`src/rtl/poyov_uart_pkg.sv`:
```
// poyov_uart_pkg: shared constants and types for the poyov UART transmitter.
//   - register offsets inside the 8-byte window
//   - STATUS field positions and a packing helper
//   - transmitter FSM state type
//   - 8N1 frame constants
package poyov_uart_pkg;

   // Register offsets. Only bit 2 of the byte address selects between them.
   localparam logic [2:0] TXDATA_OFS = 3'h0;
   localparam logic [2:0] STATUS_OFS = 3'h4;

   // STATUS layout
   localparam int ST_FULL   = 0;
   localparam int ST_EMPTY  = 1;
   localparam int ST_BUSY   = 2;
   localparam int ST_OVF    = 3;
   localparam int ST_CNT_LO = 4;
   localparam int ST_CNT_W  = 5;   // bits [8:4], holds 0..16

   // 8N1 frame
   localparam int DATA_BITS = 8;

   typedef enum logic [1:0] {
      IDLE  = 2'd0,
      START = 2'd1,
      DATA  = 2'd2,
      STOP  = 2'd3
   } tx_state_e;

   function automatic logic [31:0] pack_status(input logic                full,
                                               input logic                empty,
                                               input logic                busy,
                                               input logic                ovf,
                                               input logic [ST_CNT_W-1:0] cnt);
      logic [31:0] s;
      s                          = '0;
      s[ST_FULL]                 = full;
      s[ST_EMPTY]                = empty;
      s[ST_BUSY]                 = busy;
      s[ST_OVF]                  = ovf;
      s[ST_CNT_LO +: ST_CNT_W]   = cnt;
      return s;
   endfunction

endpackage

```
`src/rtl/poyov_uart_if.sv`:
```
// poyov_uart_if: CPU data-memory bus as seen by a memory-mapped peripheral.
//   dmem_we    store strobe
//   dmem_re    load strobe
//   dmem_addr  byte address
//   dmem_wdata store data
//   dmem_rdata load data, returned one cycle after dmem_re
// master = CPU side, slave = peripheral side.
interface poyov_uart_if;
   logic        dmem_we;
   logic        dmem_re;
   logic [31:0] dmem_addr;
   logic [31:0] dmem_wdata;
   logic [31:0] dmem_rdata;

   modport master (output dmem_we, output dmem_re, output dmem_addr,
                   output dmem_wdata, input dmem_rdata);
   modport slave  (input dmem_we, input dmem_re, input dmem_addr,
                   input dmem_wdata, output dmem_rdata);
endinterface

```
`src/rtl/poyov_sync_fifo.sv`:
```
// poyov_sync_fifo: single-clock FIFO, DEPTH a power of two.
//   clk, rst   clock, asynchronous active-high reset
//   push_i     write wdata_i; accepted when not full or when popping in the same cycle
//   pop_i      consume rdata_o; ignored when empty
//   rdata_o    head entry (combinational from the read pointer)
//   full_o     registered, count == DEPTH
//   empty_o    registered, count == 0
//   count_o    occupancy 0..DEPTH
module poyov_sync_fifo #(
   parameter int WIDTH = 8,
   parameter int DEPTH = 8
) (
   input  logic                       clk,
   input  logic                       rst,
   input  logic                       push_i,
   input  logic                       pop_i,
   input  logic [WIDTH-1:0]           wdata_i,
   output logic [WIDTH-1:0]           rdata_o,
   output logic                       full_o,
   output logic                       empty_o,
   output logic [$clog2(DEPTH+1)-1:0] count_o
);
   localparam int AW = (DEPTH > 1) ? $clog2(DEPTH) : 1;
   localparam int CW = $clog2(DEPTH + 1);

   logic [WIDTH-1:0] mem_q [DEPTH];
   logic [AW-1:0]    wr_ptr_q, rd_ptr_q;
   logic [CW-1:0]    count_q, count_d;
   logic             full_q, empty_q;
   logic             do_push, do_pop;

   assign do_pop  = pop_i && !empty_q;
   // A pop frees the slot in the same cycle, so a full FIFO still takes the push.
   assign do_push = push_i && (!full_q || do_pop);

   always_comb begin
      count_d = count_q;
      if (do_push && !do_pop)
         count_d = count_q + CW'(1);
      else if (do_pop && !do_push)
         count_d = count_q - CW'(1);
   end

   always_ff @(posedge clk or posedge rst) begin
      if (rst) begin
         wr_ptr_q <= '0;
         rd_ptr_q <= '0;
         count_q  <= '0;
         full_q   <= 1'b0;
         empty_q  <= 1'b1;
      end else begin
         if (do_push) wr_ptr_q <= wr_ptr_q + AW'(1);
         if (do_pop)  rd_ptr_q <= rd_ptr_q + AW'(1);
         count_q <= count_d;
         full_q  <= (count_d == CW'(DEPTH));
         empty_q <= (count_d == '0);
      end
   end

   // Storage needs no reset: entries are only read after being written.
   always_ff @(posedge clk) begin
      if (do_push) mem_q[wr_ptr_q] <= wdata_i;
   end

   assign rdata_o = mem_q[rd_ptr_q];
   assign full_o  = full_q;
   assign empty_o = empty_q;
   assign count_o = count_q;

endmodule

```
`src/rtl/poyov_uart_tx.sv`:
```
// poyov_uart_tx: memory-mapped 8N1 UART transmitter with a byte FIFO.
//   clk, rst  clock, asynchronous active-high reset
//   bus       CPU data bus (slave): +0 TXDATA (write pushes byte), +4 STATUS
//             (read: full/empty/busy/overflow/count, write clears overflow)
//   uart_tx   serial output, idle high, registered
//   tx_full   FIFO full, registered
module poyov_uart_tx
   import poyov_uart_pkg::*;
#(
   parameter logic [31:0] BASE_ADDR    = 32'h2000_0000,
   parameter int          CLKS_PER_BIT = 868,
   parameter int          FIFO_DEPTH   = 8
) (
   input  logic         clk,
   input  logic         rst,
   poyov_uart_if.slave  bus,
   output logic         uart_tx,
   output logic         tx_full
);
   localparam int BW = $clog2(CLKS_PER_BIT);
   localparam int CW = $clog2(FIFO_DEPTH + 1);

   // ---------------- decode ----------------
   logic hit, wr_tx, wr_st, rd_st;
   assign hit   = (bus.dmem_addr[31:3] == BASE_ADDR[31:3]);
   assign wr_tx = bus.dmem_we && hit && (bus.dmem_addr[2] == TXDATA_OFS[2]);
   assign wr_st = bus.dmem_we && hit && (bus.dmem_addr[2] == STATUS_OFS[2]);
   assign rd_st = hit && (bus.dmem_addr[2] == STATUS_OFS[2]);

   // Byte-lane bits and upper store data are don't-care for this block.
   logic unused_bits;
   assign unused_bits = ^{bus.dmem_addr[1:0], bus.dmem_wdata[31:8]};

   // ---------------- FIFO ----------------
   logic          pop;
   logic [7:0]    fifo_rdata;
   logic          fifo_full, fifo_empty;
   logic [CW-1:0] fifo_count;

   poyov_sync_fifo #(
      .WIDTH (8),
      .DEPTH (FIFO_DEPTH)
   ) u_fifo (
      .clk     (clk),
      .rst     (rst),
      .push_i  (wr_tx),
      .pop_i   (pop),
      .wdata_i (bus.dmem_wdata[7:0]),
      .rdata_o (fifo_rdata),
      .full_o  (fifo_full),
      .empty_o (fifo_empty),
      .count_o (fifo_count)
   );

   // ---------------- transmitter FSM ----------------
   tx_state_e     state_q, state_d;
   logic [BW-1:0] baud_q, baud_d;
   logic [2:0]    bit_q, bit_d;
   logic [7:0]    shift_q, shift_d;
   logic          tx_q, tx_d;
   logic          baud_last;

   assign baud_last = (baud_q == BW'(CLKS_PER_BIT - 1));

   always_comb begin
      state_d = state_q;
      baud_d  = baud_q;
      bit_d   = bit_q;
      shift_d = shift_q;
      pop     = 1'b0;

      unique case (state_q)
         IDLE: begin
            baud_d = '0;
            bit_d  = '0;
            // Uses the registered empty flag, so a byte pushed into an empty
            // FIFO is popped one cycle later.
            if (!fifo_empty) begin
               pop     = 1'b1;
               shift_d = fifo_rdata;
               state_d = START;
            end
         end
         START: begin
            if (baud_last) begin
               baud_d  = '0;
               bit_d   = '0;
               state_d = DATA;
            end else begin
               baud_d = baud_q + BW'(1);
            end
         end
         DATA: begin
            if (baud_last) begin
               baud_d  = '0;
               shift_d = shift_q >> 1;
               if (bit_q == 3'(DATA_BITS - 1))
                  state_d = STOP;
               else
                  bit_d = bit_q + 3'd1;
            end else begin
               baud_d = baud_q + BW'(1);
            end
         end
         STOP: begin
            if (baud_last) begin
               baud_d = '0;
               // Chain straight into the next start bit when data is waiting.
               if (!fifo_empty) begin
                  pop     = 1'b1;
                  shift_d = fifo_rdata;
                  state_d = START;
               end else begin
                  state_d = IDLE;
               end
            end else begin
               baud_d = baud_q + BW'(1);
            end
         end
         default: state_d = IDLE;
      endcase

      // Line level follows the state being entered so the registered output
      // lines up with the state register.
      unique case (state_d)
         START:   tx_d = 1'b0;
         DATA:    tx_d = shift_d[0];
         default: tx_d = 1'b1;
      endcase
   end

   always_ff @(posedge clk or posedge rst) begin
      if (rst) begin
         state_q <= IDLE;
         baud_q  <= '0;
         bit_q   <= '0;
         shift_q <= '0;
         tx_q    <= 1'b1;
      end else begin
         state_q <= state_d;
         baud_q  <= baud_d;
         bit_q   <= bit_d;
         shift_q <= shift_d;
         tx_q    <= tx_d;
      end
   end

   // ---------------- status / overflow / load data ----------------
   logic        ovf_q, ovf_d;
   logic [31:0] status;
   logic [31:0] rdata_q, rdata_d;

   always_comb begin
      ovf_d = ovf_q;
      if (wr_st)
         ovf_d = 1'b0;
      else if (wr_tx && fifo_full && !pop)
         ovf_d = 1'b1;
   end

   assign status = pack_status(fifo_full, fifo_empty, (state_q != IDLE), ovf_q,
                               ST_CNT_W'(fifo_count));

   always_comb begin
      rdata_d = rdata_q;
      if (bus.dmem_re)
         rdata_d = rd_st ? status : '0;
   end

   always_ff @(posedge clk or posedge rst) begin
      if (rst) begin
         ovf_q   <= 1'b0;
         rdata_q <= '0;
      end else begin
         ovf_q   <= ovf_d;
         rdata_q <= rdata_d;
      end
   end

   assign bus.dmem_rdata = rdata_q;
   assign uart_tx        = tx_q;
   assign tx_full        = fifo_full;

endmodule

```
`src/flat_wrapper.sv`:
```
// flat-port wrapper written by rule: the top's interface ports become plain ports
module poyov_uart_tx_flat import poyov_uart_pkg::*;
#(
   parameter logic [31:0] BASE_ADDR    = 32'h2000_0000,
   parameter int          CLKS_PER_BIT = 868,
   parameter int          FIFO_DEPTH   = 8
)
  (clk, rst, uart_tx, tx_full, bus_dmem_we, bus_dmem_re, bus_dmem_addr, bus_dmem_wdata, bus_dmem_rdata);
  poyov_uart_if bus_i ();
  input  logic clk;
  input  logic rst;
  output logic uart_tx;
  output logic tx_full;
  input wire logic [$bits(bus_i.dmem_we)-1:0] bus_dmem_we;
  input wire logic [$bits(bus_i.dmem_re)-1:0] bus_dmem_re;
  input wire logic [$bits(bus_i.dmem_addr)-1:0] bus_dmem_addr;
  input wire logic [$bits(bus_i.dmem_wdata)-1:0] bus_dmem_wdata;
  output wire logic [$bits(bus_i.dmem_rdata)-1:0] bus_dmem_rdata;
  assign bus_i.dmem_we = bus_dmem_we;
  assign bus_i.dmem_re = bus_dmem_re;
  assign bus_i.dmem_addr = bus_dmem_addr;
  assign bus_i.dmem_wdata = bus_dmem_wdata;
  assign bus_dmem_rdata = bus_i.dmem_rdata;
  poyov_uart_tx #(.BASE_ADDR(BASE_ADDR), .CLKS_PER_BIT(CLKS_PER_BIT), .FIFO_DEPTH(FIFO_DEPTH)) u_core (.clk(clk), .rst(rst), .bus(bus_i), .uart_tx(uart_tx), .tx_full(tx_full));
endmodule
```
`config.mk`:
```
export PLATFORM = sky130hd
export DESIGN_NAME = poyov_uart_tx_flat
export DESIGN_NICKNAME = d
export VERILOG_FILES = /design/src/rtl/poyov_uart_pkg.sv /design/src/rtl/poyov_uart_if.sv /design/src/rtl/poyov_sync_fifo.sv /design/src/rtl/poyov_uart_tx.sv /design/src/flat_wrapper.sv
export SDC_FILE = /design/constraint.sdc
export NUM_CORES = 1
export LEC_CHECK = 0
export CORE_ASPECT_RATIO = 0.75
export CORE_UTILIZATION = 33
export DETAILED_ROUTE_END_ITERATION = 7
export MAX_ROUTING_LAYER = met4
export PLACE_DENSITY_LB_ADDON = 0.12
export SLEW_MARGIN = 20
export SYNTH_ARGS = -nofsm -noshare
export SYNTH_HDL_FRONTEND = slang
export SYNTH_HIERARCHICAL = 1
export SYNTH_SLANG_ARGS = --single-unit
export TNS_END_PERCENT = 20
```
`constraint.sdc`:
```
create_clock -name clk -period 4.5 [get_ports clk]
set_input_delay 0.9 -clock clk [delete_from_list [all_inputs] [get_ports clk]]
set_output_delay 0.9 -clock clk [all_outputs]
set_load 0.01 [all_outputs]
```
* After elaboration in Yosys (flattened, before gate mapping) *
Memories as Yosys holds them, arrays and structs flattened.
Cells that the tools add are included.

operators by class
  muxes and demuxes = 28
  bitwise logic cells = 1
  $add $sub $neg = 6
  equal/unequal tests = 13
  reduce and logical (&&, ||, !) cells = 25

operator list
  kind                     count
  $mux W8                  4
  $eq A29 B27 Y1 const B   1
  $pmux W8 S3              1
  $pmux W10 S2             1
  $add A10 B1 Y10 const B  1
  $eq A10 B10 Y1 const B   1
  $logic_and A1 B1 Y1      10
  $mux W10                 1
  $mux W2                  5
  $add A3 B1 Y3 const B    3
  $mux W3                  3
  $pmux W3 S3              1
  $mux W4                  2
  $pmux W2 S4              1
  $mux W1                  7
  $eq A2 B2 Y1 const B     3
  $ne A2 B1 Y1 const B     3
  $reduce_bool A3 Y1       2
  $logic_not A1 Y1         5
  $add A4 B1 Y4 const B    1
  $eq A2 B1 Y1 const B     2
  $eq A4 B4 Y1 const B     1
  $logic_not A4 Y1         1
  $pmux W1 S2              2
  other kinds (10)         11

word-level totals
  memories = 1
  memory bits (writable) = 64
  input bits = 68
  bits in registers = 69

memories
  memory               words  width  read ports  clocked after Yosys merged registers in  write ports  line                   source
  u_core.u_fifo.mem_q  8      8      1           0                                        1            poyov_sync_fifo.sv:26  logic [WIDTH-1:0] mem_q [DEPTH];

* Depth between registers and ports, before layout *
Gate-level depths: netlist (run 1).

  depth after elaboration = 11
  depth in mapped cells = 11
  gate-level depth less buffers = 10

* Hierarchy *
The synthesis (run 1) kept the hierarchy.

by module, submodules not included
  module           sequential area each (µm²)  instances  cells each  area each (µm²)
  poyov_sync_fifo  2223.4                      1          156         3120.5
  poyov_uart_tx    827.0                       1          203         2079.5

* Worst setup path after synthesis (run 1) *
Ideal clock, no wire load.

  kind = input to register
  start point = input port bus_dmem_addr[11]
  end point = memory u_core.u_fifo.mem_q[0][0], enable pin
  required time = 4117 ps
  setup time = 383 ps
  stages = 8
  path buffers = 0
  setup slack = 1094 ps
  arrival time = 3022 ps
  cells stage by stage = nor4_1 -> nand4_1 -> nor3_1 -> nand2_1 -> nor2_1 -> a21boi_1 -> nand2b_1 -> nor3_1

between the ends
  word-level cells in the longest chain between the ends = 6

ends and longest elaborated chain
  item                               line                   source
  start, declared                    flat_wrapper.sv:16     input wire logic [$bits(bus_i.dmem_addr)-1:0] bus_dmem_addr;
  $eq A29 B27 Y1                     poyov_uart_tx.sv:25    assign hit = (bus.dmem_addr[31:3] == BASE_ADDR[31:3]);
  $logic_and A1 B1 Y1 (2 in series)  poyov_uart_tx.sv:26    assign wr_tx = bus.dmem_we && hit && (bus.dmem_addr[2] == TXDATA_OFS[2]);
  named net u_core.wr_tx             poyov_uart_tx.sv:24    logic hit, wr_tx, wr_st, rd_st;
  $logic_and A1 B1 Y1                poyov_sync_fifo.sv:34  assign do_push = push_i && (!full_q || do_pop);
  $mux W1                            poyov_sync_fifo.sv:62  if (do_push) mem_q[wr_ptr_q] <= wdata_i;
  $mux W1 (not written as such)      poyov_sync_fifo.sv:62
  end, declared                      poyov_sync_fifo.sv:26

The timed path passes the listed nets, and every way through them passes these cells.

* Worst setup path in the final report (run 1) *
  start point = input port bus_dmem_addr[11]
  end point = memory u_core.u_fifo.mem_q[1][2], enable pin

Same word-level chain as after synthesis.

==> qor.txt, run 1 <==
Status: complete, no violations
Die X: 147.0 um
Vias/cell: 4.721
Final GP Congestion: 0.7346
Synthesis-to-finish area growth: 18.65%
RSZ-0062 raised after global routing: no
Comb pwr share: 3.3%
Die height: 110.7 um
Final HPWL DP: 7284 um
Setup TNS: 0 ns
Clock Power Share: 41.3%
P_int: 1.486 mW
Fmax: 270.6 MHz
Worst slew pin tran: 0.7981 ns
Reg2reg end: u_core/u_fifo/mem_q[1][2]
TritonCTS Buffers: 9
Seq pwr share: 55.4%
Nets: 498
Clock latency at the later pin of the worst-skew pair: 0.35 ns
Htree depth: 3
EDFF count, synth: 64
Slew headroom: 46.79%
Worst-path maximum fanout: 8
Number of global-route vias before repair: 3051
Power Dens Cells: 310.0 nW/um2
First-pass GRT wire length: 16710 um
Via count: 2965
Antenna-violating nets left: 0
Reg2reg path depth: 10
Total setup buffers inserted after CTS: 0
Antenna cells: 0
Pin count of the biggest net entering global routing: 33
Layout cells sized above 1: 14.42%
Setup crit end kind: register
Fillcell total: 1430
Gr ovfl total: 0
Row count: 39
WP data arrival: 3.74 ns
Drt pass-1 iters: 4
Initial Util: 33.94%
Flops & latches, synth: 109
CTS-repair resized insts: 0
Final Setup Violations: 0
Commonest non-fill, non-tap cell in the layout: edfxtp_1
Pins Over Slew Limit: 0
Drt total wl: 10400 um
# Max-Cap Violations: 0
Hold Buf Count CTS: 0
Final std cells w/o fill: 628
Kind of critical path: input pin to register
I/O Buffers: 51
Worst EP required: 4.55 ns
Drt drc: 0
Area of the multi-input gates: 1931 um2
Worst-case clock buffer depth: 2
Hold Path Class: register to register
Die area: 16270 um2
Worst Clk Skew: 0.01450 ns
Setup crit start: bus_dmem_addr[11]
Final hold vios: 0
Register area: 3050 um2
Synth Instances: 359
Setup crit start kind: input pin
Period utilization: 82.11%
Worst setup path endpoint: u_core/u_fifo/mem_q[1][2]
Commonest non-fill, non-tap cells in the layout: 64 x edfxtp_1, 51 x clkdlybuf4s50_1, 43 x dfrtp_1
DP Area: 5868 um2
Root cell of the clock tree: clkbuf_16
Sw Share: 22.30%
Core Box Area: 15320 um2
Placed insts: 612
P_sw: 426.5 uW
Synth cell types: 62
Synthesized area: 5200 um2
Reg2Reg Setup Slack: 1.26 ns
DRT iter0 DRCs: 200
Async SR Flop Fraction: 41.28%
P_leak: 2.448 nW
Synth warnings: 6
Tmin final: 3.695 ns
Mean Syn Cell Area: 14.48 um2
Tot GR Track Use: 13.96%
FF-to-FF Start: u_core/state_q[1]
WHS: 0.4856 ns
Post-route cell area: 6170 um2
TritonCTS clock tree: done
# IOs: 102
Maximum vdd ir drop: 0.0002122 V
Worst-path clk slew: 0.08 ns
Routed len/inst: 16.56 um
Register area share after synthesis: 58.66%
Synth Flop Type: edfxtp_1
Clk sinks: 109
Initial antenna violation count: 0
synthesized netlist by cell type (all sizes together) (2+ instances only):
cell,number,share of area [%]
dfrtp,43,21
and2b,2,0.39
and3b,2,0.34
nand3,6,0.67
ha,12,2.9
and2,2,0.24
o2bb2ai,6,1.0
xnor2,8,1.5
mux2i,9,1.7
o21ai,7,0.67
a21oi,4,0.46
nor3,4,0.60
xor2,7,1.2
nand2b,6,0.72
and3,3,0.36
nand2,16,1.2
nand4,2,0.24
mux2,10,2.7
buf,31,4.6
edfxtp,64,37
nor4,10,1.3
a41oi,2,0.48
nor2,30,2.2
clkbuf,5,0.36
dfstp,2,1.0
mux4,16,7.4
inv,12,0.87
a22o,18,3.0
o31ai,2,0.29
o311ai,2,0.82
critical path, cell delays in order:
cell and delay (ns):
clkdlybuf4s50_1 0.40, nor4_1 0.36, nand4_1 0.15, nor3_1 0.39
nand2_1 0.10, nor2_1 0.37, a21boi_1 0.47, nand2_1 0.20
nor3_1 0.17, buf_4 0.23
layout make-up:
type                       count  share of cell area, %
sequential                   109                  49.44
clock inverter                 7                  1.237
inverter                      12                 0.7301
clock buffer                   9                  3.650
multi-input combinational    225                  31.29
timing repair buffer          61                  9.491
tap                          205                  4.157
logic make-up (layout without fill, tap and decap cells):
kind of cell,Yosys count,in the layout,share of synthesized area [%]
compound gates,49,49,8.302
xor+xnor,15,15,2.671
simple gates,90,90,9.697
buf+inv,48,89,5.871
fa+ha+maj,12,12,2.887
other cells,1,24,0.07212
flops,109,109,58.66
mux,35,35,11.84
per-stage QoR:
stage	util [%]	power, mW	setup slack (ns)
final	40.27	1.912	0.8049
after global routing	40.27	1.983	0.4835
after CTS	40.27	1.945	0.8157
after detailed placement	38.30	1.145	0.4514
after global placement	38.30	1.144	0.5084
after floorplan	-	1.113	1.094
state kept, by name, indices dropped and copies added (netlist names), 2 cells and up:
register / cells
u_core/bit_q: 3
u_core/u_fifo/wr_ptr_q: 3
u_core/bus.dmem_rdata: 8
u_core/state_q: 2
u_core/u_fifo/rd_ptr_q: 3
u_core/u_fifo/count_o: 4
u_core/shift_q: 8
u_core/u_fifo/mem_q: 64
u_core/baud_q: 10
power by group through the flow:
stage / Clock, mW / Sequential (mW) / Combinational [mW]
detailed placement: 0 / 1.08 / 0.0648
finish: 0.790 / 1.06 / 0.0640
floorplan: 0 / 1.08 / 0.0325
global placement: 0 / 1.08 / 0.0639
global route: 0.854 / 1.06 / 0.0708
CTS: 0.822 / 1.06 / 0.0650
routing by layer:
metal / track usage, % / vias up / share of wire, %
li1: - / 1421 / -
met1: 19.05 / 1492 / 50
met4: 3.849 / 0 / 1.1
met2: 21.11 / 43 / 46
met3: 2.922 / 9 / 2.5
met5: - / - / 0
worst min-delay path by stage:
| stage | startpoint | to | slack, ns | cells past startpoint |
|---|---|---|---|---|
| after floorplan | u_core/baud_q[0] | u_core/baud_q[0] | 0.45 | 1 |
| final | u_core/baud_q[0] | u_core/baud_q[0] | 0.49 | 1 |
| after CTS | u_core/baud_q[0] | u_core/baud_q[0] | 0.49 | 1 |
| after global placement | u_core/baud_q[0] | u_core/baud_q[0] | 0.47 | 1 |
| after detailed placement | u_core/baud_q[0] | u_core/baud_q[0] | 0.48 | 1 |
| after global routing | u_core/baud_q[0] | u_core/baud_q[0] | 0.52 | 1 |
No activity file was read; power rests on OpenSTA's default activity.
==> inputs of run 2 (changes only) <==
==> constraint.sdc (replaced) <==
create_clock -name clk -period 3.3 [get_ports clk]
set_input_delay 0.66 -clock clk [delete_from_list [all_inputs] [get_ports clk]]
set_output_delay 0.66 -clock clk [all_outputs]
set_load 0.01 [all_outputs]
==> qor.txt, run 2 (synthesis results as in run 1) <==
Status: complete, no violations
Commonest non-fill, non-tap cell in the layout: edfxtp_1
Vias/cell: 4.724
Maximum vdd ir drop: 0.0002475 V
Worst EP required: 3.35 ns
Core Box Area: 15320 um2
# Max-Cap Violations: 0
P_sw: 583.2 uW
Routed len/inst: 16.91 um
Gr ovfl total: 0
Largest register FFs: 64
Pin count of the biggest net entering global routing: 34
Row count: 39
Die area: 16270 um2
Sw Share: 22.28%
WHS: 0.5001 ns
Period utilization: 88.65%
Post-route cell area: 6251 um2
Worst-path maximum fanout: 8
Final hold vios: 0
Drt drc: 0
Fmax: 341.8 MHz
Drt total wl: 10790 um
Antenna-violating nets left: 0
Top flop regs: u_core/u_fifo/mem_q: 64 flops, u_core/baud_q: 10 flops
WP data arrival: 2.98 ns
Synthesis-to-finish area growth: 20.21%
Clock Power Share: 41.5%
RSZ-0062 raised after global routing: no
Final Setup Violations: 0
Setup crit end kind: register
Clk sinks: 109
Hold Buf Count CTS: 0
Layout cells sized above 1: 16.40%
I/O Buffers: 51
Top reg by flops: u_core/u_fifo/mem_q
Worst Clk Skew: 0.01503 ns
Antenna cells: 0
# IOs: 102
Initial Util: 33.94%
P_int: 2.035 mW
Via count: 3014
Worst slew pin tran: 0.6327 ns
Die X: 147.0 um
DRT iter0 DRCs: 133
Setup crit start kind: input pin
Commonest non-fill, non-tap cells in the layout: 64 x edfxtp_1, 51 x clkdlybuf4s50_1, 43 x dfrtp_1
DP Area: 5943 um2
Number of global-route vias before repair: 3139
Final HPWL DP: 7764 um
Final GP Congestion: 0.7518
Total setup buffers inserted after CTS: 0
First-pass GRT wire length: 17520 um
Initial antenna violation count: 0
P_leak: 2.505 nW
Worst-path clk slew: 0.07 ns
CTS-repair resized insts: 0
Worst-case clock buffer depth: 2
Tot Pwr: 2.618 mW
TritonCTS clock tree: done
TritonCTS Buffers: 9
Fillcell total: 1437
Tmin final: 2.925 ns
Hold Path Class: register to register
Comb pwr share: 3.3%
Drt pass-1 iters: 4
Slew headroom: 57.82%
Pins Over Slew Limit: 0
Tot GR Track Use: 14.66%
Clock latency at the later pin of the worst-skew pair: 0.35 ns
Kind of critical path: input pin to register
Die height: 110.7 um
Root cell of the clock tree: clkbuf_16
Power Dens Cells: 418.8 nW/um2
Htree depth: 3
Seq pwr share: 55.1%
Nets: 508
run 2: final cells by class:
class,count,area (um2),share of cell area [%]
Clock buffer,9,225.2,3.603
Tap cell,205,256.5,4.103
Multi-Input combinational cell,225,1931,30.88
Sequential cell,109,3050,48.80
Clock inverter,7,82.58,1.321
Timing Repair Buffer,71,660.6,10.57
Inverter,12,45.04,0.7206
run 2: layer usage:
layer | up-vias | part of all wire (%) | global-route usage, %
met5 | - | 0 | -
met4 | 0 | 0.87 | 4.055
met3 | 6 | 1.6 | 2.757
met2 | 32 | 45 | 21.74
met1 | 1530 | 53 | 20.59
li1 | 1446 | - | -
run 2: worst max-delay path: stages:
cell and delay, ns:
clkdlybuf4s50_1 0.40, nor4_1 0.33, nand4_1 0.14, nor3_1 0.28
nand2_1 0.09, nor2_1 0.20, a21boi_1 0.30, nand2b_1 0.16
nor3_1 0.18, buf_4 0.24
run 2: path summary, 6_finish.rpt:
path / startpoint / to / slack (ns) / depth (start not counted)
setup / recovery: bus_dmem_addr[7] / u_core/u_fifo/mem_q[0][2] / 0.37 / 10
hold / removal: u_core/ovf_q / u_core/bus.dmem_rdata[3] / 0.50 / 1
setup reg to reg: u_core/state_q[1] / u_core/u_fifo/mem_q[0][2] / 0.38 / 10
hold reg to reg: u_core/ovf_q / u_core/bus.dmem_rdata[3] / 0.50 / 1
max in group asynchronous: rst / u_core/uart_tx / 2.21 / 3
min in group asynchronous: rst / u_core/u_fifo/full_o / 0.66 / 2
run 2: power by group through the flow:
stage / sequential (mW) / combinational [mW] / clock [mW]
finish: 1.44 / 0.0874 / 1.09
global route: 1.44 / 0.0967 / 1.17
CTS: 1.44 / 0.0893 / 1.12
detailed placement: 1.47 / 0.0887 / 0
global placement: 1.47 / 0.0873 / 0
floorplan: 1.47 / 0.0443 / 0
run 2: stage by stage:
step | worst slack (ns) | TNS [ns] | std cells | util (%)
global route | 0.06122 | 0 | 638 | 40.80
finish | 0.3746 | 0 | 638 | 40.80
global placement | -0.05136 | -0.4367 | 622 | 38.79
CTS | 0.3201 | 0 | 638 | 40.80
detailed placement | -0.03141 | -0.4241 | 622 | 38.79
floorplan | 0.1344 | 0 | 382 | -
==> inputs of run 3 (changes only) <==
--- a/config.mk
+++ b/config.mk
@@ -8,6 +8,7 @@
 export CORE_ASPECT_RATIO = 0.75
 export CORE_UTILIZATION = 33
 export DETAILED_ROUTE_END_ITERATION = 7
+export GPL_TIMING_DRIVEN = 0
 export MAX_ROUTING_LAYER = met4
 export PLACE_DENSITY_LB_ADDON = 0.12
 export SLEW_MARGIN = 20
==> qor.txt, run 3 (synthesis results as in run 1) <==
Status: complete, no violations
Finished Core Util: 42.69%
# Max-Cap Violations: 0
Top reg by flops: u_core/u_fifo/mem_q
Setup crit end kind: register
Worst Clk Skew: 0.01232 ns
Worst-case clock buffer depth: 2
Period utilization: 93.44%
TritonCTS clock tree: done
Hold Buf Count CTS: 0
Final hold vios: 0
Synthesis-to-finish area growth: 25.79%
Clk sinks: 109
Routed len/inst: 16.64 um
Die X: 147.0 um
Setup TNS: 0 ns
Antenna cells: 0
Crit-path cells: ha_1 -> nor3b_2 -> a41oi_4 -> or3_1 -> inv_1 -> nand2b_1 -> a21boi_4 -> nand2_2 -> nor3_4 -> buf_4
Drt pass-1 iters: 4
Setup crit start kind: register
Place WS: -0.9488 ns
Drt total wl: 10970 um
Fillcell total: 1420
Layout cells sized above 1: 22.25%
Largest register FFs: 64
Sw Share: 22.99%
Setup ws final: 0.2166 ns
Htree depth: 3
Largest stage delay, worst path: 0.45 ns
Number of global-route vias before repair: 3078
Initial antenna violation count: 0
# IOs: 102
Die area: 16270 um2
Hold Path Class: register to register
Kind of critical path: register to register
Commonest non-fill, non-tap cell in the layout: edfxtp_1
Slew headroom: 50.18%
Crit path max-delay cell type: or3_1
RSZ-0062 raised after global routing: yes
P_int: 2.070 mW
Maximum vdd ir drop: 0.0002224 V
TritonCTS Buffers: 9
Worst-path clk slew: 0.08 ns
Worst EP required: 3.37 ns
Tot Pwr: 2.688 mW
Pins Over Slew Limit: 0
Root cell of the clock tree: clkbuf_16
P_leak: 2.617 nW
Power Dens Cells: 410.9 nW/um2
Vias/cell: 4.683
Comb pwr share: 4.1%
Antenna-violating nets left: 0
Die height: 110.7 um
Register area: 3050 um2
Clock latency at the later pin of the worst-skew pair: 0.35 ns
Core Box Area: 15320 um2
Worst slew pin tran: 0.7462 ns
Seq pwr share: 53.7%
Placed insts: 640
Clock Power Share: 42.2%
Worst-path maximum fanout: 9
Via count: 3086
Drt drc: 0
Row count: 39
Commonest non-fill, non-tap cells in the layout: 64 x edfxtp_1, 51 x clkdlybuf4s50_1, 43 x dfrtp_1
Final Setup Violations: 0
First-pass GRT wire length: 17430 um
Tmin final: 3.083 ns
Final HPWL DP: 7819 um
Initial Util: 33.94%
DRT iter0 DRCs: 136
Gr ovfl total: 0
I/O Buffers: 51
Nets: 529
Fmax: 324.3 MHz
Tot GR Track Use: 14.58%
Pin count of the biggest net entering global routing: 34
Top flop regs: u_core/u_fifo/mem_q: 64 flops, u_core/baud_q: 10 flops
P_sw: 617.8 uW
Area of the multi-input gates: 2033 um2
WP data arrival: 3.15 ns
Final std cells w/o fill: 659
Final GP Congestion: 0.7411
## run 3: cell count changes in the layout (fill, tap and decap cells not counted), moves of 5 or more
cell	before	now
buf_4	20	28
clkbuf_1	0	5
nor2_1	29	22
nor2_4	0	6
## run 3: layer usage
layer	GRT usage (%)	share of wire, %	routed length, um
met3	3.004	3.4	372
met1	20.38	49	5426
met2	21.74	46	5062
met5	-	0	0
met4	3.574	0.98	108
## run 3: metrics by stage
stage | hold slack [ns] | instance area, um2
floorplan | 0.4479 | 5286
global placement | 0.4762 | 6053
detailed placement | 0.4855 | 6078
CTS | 0.5066 | 6514
global route | 0.5203 | 6541
finish | 0.4971 | 6541
## run 3: critical path: cells and delay by family (launching register included)
family / cells / cell delay (ns)
buffers and inverters: 2 / 0.29
AO/OA/AOI/OAI: 2 / 0.52
flip-flops: 1 / 0.40
adder cells (fa/ha/maj): 1 / 0.24
AND/OR/NAND/NOR: 5 / 1.36
## run 3: cell type report
cell class / count / share of cell area (%)
plain buffers: 35 / 3.921
clock buffers: 9 / 3.443
clock inverters: 7 / 1.435
inverters: 12 / 0.6886
multi-input cells: 225 / 31.08
flip-flops and latches: 109 / 46.63
well taps: 205 / 3.921
repair buffers: 57 / 8.875
## run 3: worst paths after layout
kind	start	to	slack, ns	cells after the start
worst max-delay path	u_core/baud_q[0]	u_core/u_fifo/mem_q[1][6]	0.22	10
worst min-delay path	u_core/baud_q[0]	u_core/baud_q[0]	0.50	1
worst max register to register	u_core/baud_q[0]	u_core/u_fifo/mem_q[1][6]	0.22	10
worst min register to register	u_core/baud_q[0]	u_core/baud_q[0]	0.50	1
max in group asynchronous	rst	u_core/state_q[0]	2.03	2
min in group asynchronous	rst	u_core/u_fifo/count_o[3]	0.68	2
## run 3: repair_timing
item                       4_1_cts  5_1_grt
buffers inserted                 3        1
pin swaps                        4        2
cloned                           0        0
gates resized for setup         16        5
setup endpoints to repair       64       45
## run 3: power groups by stage
stage                     registers (mW)  clock network (mW)  logic, mW
after CTS                           1.44                1.18      0.110
after global placement              1.47                   0      0.107
after floorplan                     1.47                   0     0.0443
after global routing                1.44                1.22      0.119
final                               1.44                1.14      0.109
after detailed placement            1.47                   0      0.109
==> patch 1 (settings of run 1) <==
Re-encode `tx_state_e` (4 states) as one-hot, 4 bits wide.
--- a/src/rtl/poyov_uart_pkg.sv
+++ b/src/rtl/poyov_uart_pkg.sv
@@ -22,7 +22,7 @@
 
-   typedef enum logic [1:0] {
-      IDLE  = 2'd0,
-      START = 2'd1,
-      DATA  = 2'd2,
-      STOP  = 2'd3
+   typedef enum logic [3:0] {
+      IDLE  = 4'b0001,
+      START = 4'b0010,
+      DATA  = 4'b0100,
+      STOP  = 4'b1000
    } tx_state_e;
Formal check against the unedited RTL: same outputs for any inputs over 10 cycles, from zero or initial values and one cycle with rst high; not proved beyond that.
==> patch 1 against run 1 <==
  * Sequential cell count up 2
  * Routed wire length up 8.3%
  * Cell area up 1.6%
  * Worst setup slack better by 0.27 ns
  * Worst hold slack worse by 0.014 ns
  * Sequential share of layout area about the same
  * Total power up 3.5%
  * Area after synthesis up 2.1%
  * Die area up 2.0%
  * Clock skew down 0.0019 ns
  * Core utilization up 0.25 points
  * Largest cell class unchanged
==> patch 1: results (changes against run 1) <==
metric,value,unit,change
status,"complete, no violations",,unchanged
CP Data Arrival Time,3.49,ns,was 3.74 ns
via count,3326,,was 2965
Setup Skew,0.0126,ns,was 0.0145 ns
"Largest delay share family, worst path",simple AND/OR/NAND/NOR gates,,unchanged
Synth cell types,63,,was 62
largest net degree at the start of global routing,36,,was 33
placed cell area,0.00596,mm^2,was 0.00587 mm^2
Worst Setup SP,bus_dmem_addr[4],,was bus_dmem_addr[11]
Final HPWL DP,7.77,mm,was 7.28 mm
Final #Nets,526,,was 498
top post-synthesis cells by count,"edfxtp_1 (64), dfrtp_1 (44), nand2_1 (34), buf_4 (25), nor2_1 (22)",,"was edfxtp_1 (64), dfrtp_1 (43), nor2_1 (29), buf_4 (24), a22o_1 (18)"
RR Startpoint,u_core/baud_q[1]$_DFFE_PP0P_,,was u_core/state_q[1]$_DFF_PP0_
Critical Path Slowest Stage Cell,clkdlybuf4s50_1,,was a21boi_1
layout cells sized above 1,12.7,%,was 14.4%
main area contributors after synthesis,"edfxtp_1 (36%), dfrtp_1 (21%), mux4_1 (6.4%)",,"was edfxtp_1 (37%), dfrtp_1 (21%), mux4_2 (3.9%)"
first-pass GRT wire length,18.1,mm,was 16.7 mm
Adder-Cell Fraction of Synth Area,1.65,%,was 2.89%
DRC,0,,unchanged
VDD IR max,0.157,mV,was 0.212 mV
DRT Pass-1 Iters,5,,was 4
CTS Buf Count,9,,unchanged
clock insertion delay at the later pin of the skew report,0.37,ns,was 0.35 ns
GR Util All Layers,15.1,%,was 14.0%
flop-to-flop setup slack,1.20,ns,was 1.26 ns
leakage,2.39,nW,was 2.45 nW
hold path start,u_core/shift_q[6]$_DFFE_PP0P_,,was u_core/baud_q[0]$_DFF_PP0_
Worst-Margin Slew,1.04,ns,was 0.798 ns
detailed router's first-iteration violation count,164,,was 200
Synth Area in XOR/XNOR,2.15,%,was 2.67%
Routed WL per cell,17.0,um,was 16.6 um
internal power,1.52,mW,was 1.49 mW
CP peak stage delay,0.43,ns,was 0.47 ns
mux cell area share after synthesis,9.62,%,was 11.8%
clk slew on worst S/H paths,0.07,ns,
Post CTS Setup Buffer Count,0,,unchanged
FILL cells,1438,,was 1430
sequential-to-total area share from yosys stat,58.4,%,was 58.7%
complex-gate fraction of the synthesized area,8.63,%,was 8.30%
vias in the first global route,3232,,was 3051
CTS Sinks,111,,was 109
asr flop ratio synth,42.3,%,was 41.3%
GPL Wtd Cong,0.787,,was 0.735
[patch 1: cell count changes after synthesis, sizes merged, moves of 5 or more]
cell	run 1	this run
nand2	16	34
a22o	18	8
mux2i	9	0
nand4	2	9
nor2	30	23
nand3	6	12
a22oi	1	6
ha	12	7
o2bb2ai	6	1
xor2	7	2
[patch 1: power by group through the flow]
stage,sequential (mW),clock [mW],combinational (mW)
global placement,1.11,0,0.0820
floorplan,1.10,0,0.0469
global route,1.08,0.878,0.0929
detailed placement,1.11,0,0.0840
CTS,1.08,0.839,0.0844
finish,1.08,0.812,0.0827
[patch 1: area by class of cell]
class                      instances  share of cell area, %
clock buffer                       9                   3.59
tap                              205                   4.09
timing repair buffer              61                   9.34
clock inverter                     7                   1.36
sequential                       111                   49.5
inverter                          10                  0.599
multi-input combinational        258                   31.5
[patch 1: kinds of logic after synthesis]
logic type,count (synthesis)
AO/OA/AOI/OAI,60
other,1
buffers and inverters,47
XOR/XNOR,13
adder cells (fa/ha/maj),7
AND/OR/NAND/NOR,129
multiplexers,25
flip-flops,111
[patch 1: metrics by stage]
stage | total power [mW] | worst slack, ns | utilization, % | instances | hold WS (ns)
after floorplan | 1.15 | 1.11 | - | 416 | 0.438
after global placement | 1.19 | 0.787 | 38.5 | 645 | 0.453
after detailed placement | 1.19 | 0.650 | 38.5 | 645 | 0.457
after CTS | 2.01 | 1.02 | 40.5 | 661 | 0.473
after global routing | 2.06 | 0.865 | 40.5 | 661 | 0.507
final | 1.98 | 1.08 | 40.5 | 661 | 0.472
[patch 1: worst paths after layout]
| check | depth (start not counted) | end |
|---|---|---|
| setup / recovery | 11 | u_core/u_fifo/mem_q[0][0]$_DFFE_PP_ |
| hold / removal | 2 | u_core/shift_q[6]$_DFFE_PP0P_ |
| setup reg to reg | 9 | u_core/u_fifo/mem_q[0][0]$_DFFE_PP_ |
| hold reg to reg | 2 | u_core/shift_q[6]$_DFFE_PP0P_ |
| max in group asynchronous | 3 | u_core/state_q[0]$_DFF_PP1_ |
| min in group asynchronous | 2 | u_core/u_fifo/count_o[0]$_DFF_PP0_ |
[patch 1: worst register-to-register path, stage by stage, from the launching register on]
cell and delay (ns):
dfrtp_1 0.44, ha_1 0.29, and4b_1 0.33, nand4_1 0.26, a21oi_4 0.41, nand2b_1 0.30, a21boi_2 0.33, nand2b_1 0.15
nor3_1 0.21, buf_4 0.25
[patch 1: per-layer routing]
metal | routed length, um | vias up | share of wire (%) | GRT usage (%)
met5 | 0 | - | 0 | -
met4 | 98 | 0 | 0.87 | 3.78
met3 | 822 | 7 | 7.3 | 5.08
met2 | 4900 | 121 | 43 | 21.4
met1 | 5440 | 1638 | 48 | 20.7
li1 | - | 1560 | - | -
==> patch 2 (config.mk and constraints of run 1) <==
Without the edit above. `FIFO_DEPTH` is set to 8 in 2 places; all go to 32.
--- a/src/rtl/poyov_uart_tx.sv
+++ b/src/rtl/poyov_uart_tx.sv
@@ -11,3 +11,3 @@
    parameter int          CLKS_PER_BIT = 868,
-   parameter int          FIFO_DEPTH   = 8
+   parameter int          FIFO_DEPTH   = 32
 ) (
--- a/src/flat_wrapper.sv
+++ b/src/flat_wrapper.sv
@@ -5,3 +5,3 @@
    parameter int          CLKS_PER_BIT = 868,
-   parameter int          FIFO_DEPTH   = 8
+   parameter int          FIFO_DEPTH   = 32
 )
Formal check against the unedited RTL: not equivalent (a bounded check fails within 10 cycles, from zero or initial values and one cycle with rst high).
==> patch 2 against run 1 <==
  * Global-route usage is 1.6 points higher
  * Core utilization is 0.30 points lower
  * Worst setup slack better by 0.0012 ns
  * Die area is 150% higher
  * Sequential cell count is 199 higher
  * Synthesized cell count is 120% higher
  * Sequential share of layout area is 8.9 points higher
  * Area after synthesis grew to 2.5 times the old value
  * Cell area is 150% higher
  * Clock skew hardly changed
  * Routed wire length grew to 2.9 times the old value
  * Total power grew to 3.2 times the old value
  * Sequential power grew to 3.0 times the old value
  * Critical endpoint is now u_core/u_fifo/mem_q[27][0]$_DFFE_PP_
==> patch 2: results (changes against run 1) <==
metric,value,unit,change
status,"complete, no violations",,unchanged
layout cells sized above 1,18.8,%,was 14.4%
signal buffers share of area,5.78,%,was 9.49%
CP peak stage delay,0.44,ns,was 0.47 ns
GPL Wtd Cong,0.818,,was 0.735
Critical Path Slowest Stage Cell,nor3b_4,,was a21boi_1
largest net degree at the start of global routing,37,,was 33
leakage,5.43,nW,was 2.45 nW
Hold Path End,u_core/u_fifo/count_o[5]$_DFF_PP0_,,was u_core/baud_q[0]$_DFF_PP0_
multi-input combinational area share,23.7,%,was 31.3%
clock insertion delay at the later pin of the skew report,0.52,ns,was 0.35 ns
I/O Buffers,52,,was 51
vias in the first global route,7262,,was 3051
Critical R2R Capture,u_core/u_fifo/mem_q[27][0]$_DFFE_PP_,,was u_core/u_fifo/mem_q[1][2]$_DFFE_PP_
"EDFF count, synth",256,,was 64
clk slew on worst S/H paths,0.05,ns,was 0.08 ns
#MultiIn Comb,416,,was 225
via count,7216,,was 2965
CP Data Arrival Time,3.91,ns,was 3.74 ns
FFs & Latches,308,,was 109
GR Util All Layers,15.5,%,was 14.0%
hold path start,u_core/u_fifo/count_o[5]$_DFF_PP0_,,was u_core/baud_q[0]$_DFF_PP0_
H-tree Lvls,2,,was 3
main area contributors after synthesis,"edfxtp_1 (59%), dfrtp_1 (9.6%), mux4_2 (7.6%)",,"was edfxtp_1 (37%), dfrtp_1 (21%), mux4_2 (3.9%)"
Synth cell types,67,,was 62
VDD IR max,0.313,mV,was 0.212 mV
Routed WL per cell,21.1,um,was 16.6 um
-- patch 2: cell count changes after synthesis, sizes merged, moves of 8 or more --
cell and change:
nor2 +28, mux2i +32, mux2 -9, nand3 +8, o22ai +8, buf +16, a21oi +12, o221ai +9
nand2 +10, clkbuf +11, mux4 +32, edfxtp +192
-- patch 2: worst max-delay path by stage --
stage	from	to	slack [ns]	cells past startpoint
floorplan	bus_dmem_addr[11]	u_core/u_fifo/mem_q[11][0]$_DFFE_PP_	1.16	9
global placement	bus_dmem_addr[4]	u_core/u_fifo/mem_q[15][4]$_DFFE_PP_	0.62	11
detailed placement	bus_dmem_addr[7]	u_core/u_fifo/mem_q[3][1]$_DFFE_PP_	0.64	11
CTS	u_core/baud_q[0]$_DFF_PP0_	u_core/u_fifo/mem_q[27][3]$_DFFE_PP_	0.85	10
global route	u_core/baud_q[0]$_DFF_PP0_	u_core/u_fifo/mem_q[27][0]$_DFFE_PP_	0.59	10
finish	u_core/baud_q[0]$_DFF_PP0_	u_core/u_fifo/mem_q[27][0]$_DFFE_PP_	0.81	10
-- patch 2: critical path, delay by kind of cell, from the launching register on --
family,cells,cell delay [ns]
buf+inv,2,0.35
simple gates,5,1.78
fa+ha+maj,1,0.23
flops,1,0.39
compound gates,2,0.65
-- patch 2: per-layer routing --
metal / vias to the layer above / GRT usage [%] / share of wire, %
li1: 3243 / - / -
met1: 3771 / 22.1 / 48
met2: 158 / 22.3 / 45
met3: 44 / 3.63 / 5.7
met4: 0 / 3.89 / 1.6
met5: - / - / 0
-- patch 2: metrics by stage --
step / hold slack [ns] / util [%] / cell area [um^2] / cells / setup WS (ns)
6_report: 0.489 / 40.0 / 15400 / 1415 / 0.806
3_5_place_dp: 0.478 / 37.0 / 14300 / 1355 / 0.636
3_3_place_gp: 0.473 / 37.0 / 14300 / 1355 / 0.623
5_1_grt: 0.513 / 40.0 / 15400 / 1415 / 0.588
2_1_floorplan: 0.455 / - / 13100 / 803 / 1.16
4_1_cts: 0.491 / 40.0 / 15400 / 1415 / 0.849
-- patch 2: cells by family (layout without fill, tap and decap cells) --
family,count (synthesis),in the layout,share of synthesized area (%)
AO/OA/AOI/OAI,112,112,6.87
other,1,23,0.0288
AND/OR/NAND/NOR,156,156,6.07
XOR/XNOR,20,20,1.34
multiplexers,90,90,11.7
flip-flops,308,308,69.0
adder cells (fa/ha/maj),15,15,1.44
buffers and inverters,79,179,3.57
-- patch 2: power by group through the flow --
| stage | registers (mW) | logic [mW] | clock network (mW) |
|---|---|---|---|
| floorplan | 3.21 | 0.0858 | 0 |
| global placement | 3.21 | 0.152 | 0 |
| detailed placement | 3.22 | 0.162 | 0 |
| CTS | 3.16 | 0.162 | 2.97 |
| global route | 3.16 | 0.176 | 3.07 |
| finish | 3.16 | 0.157 | 2.89 |
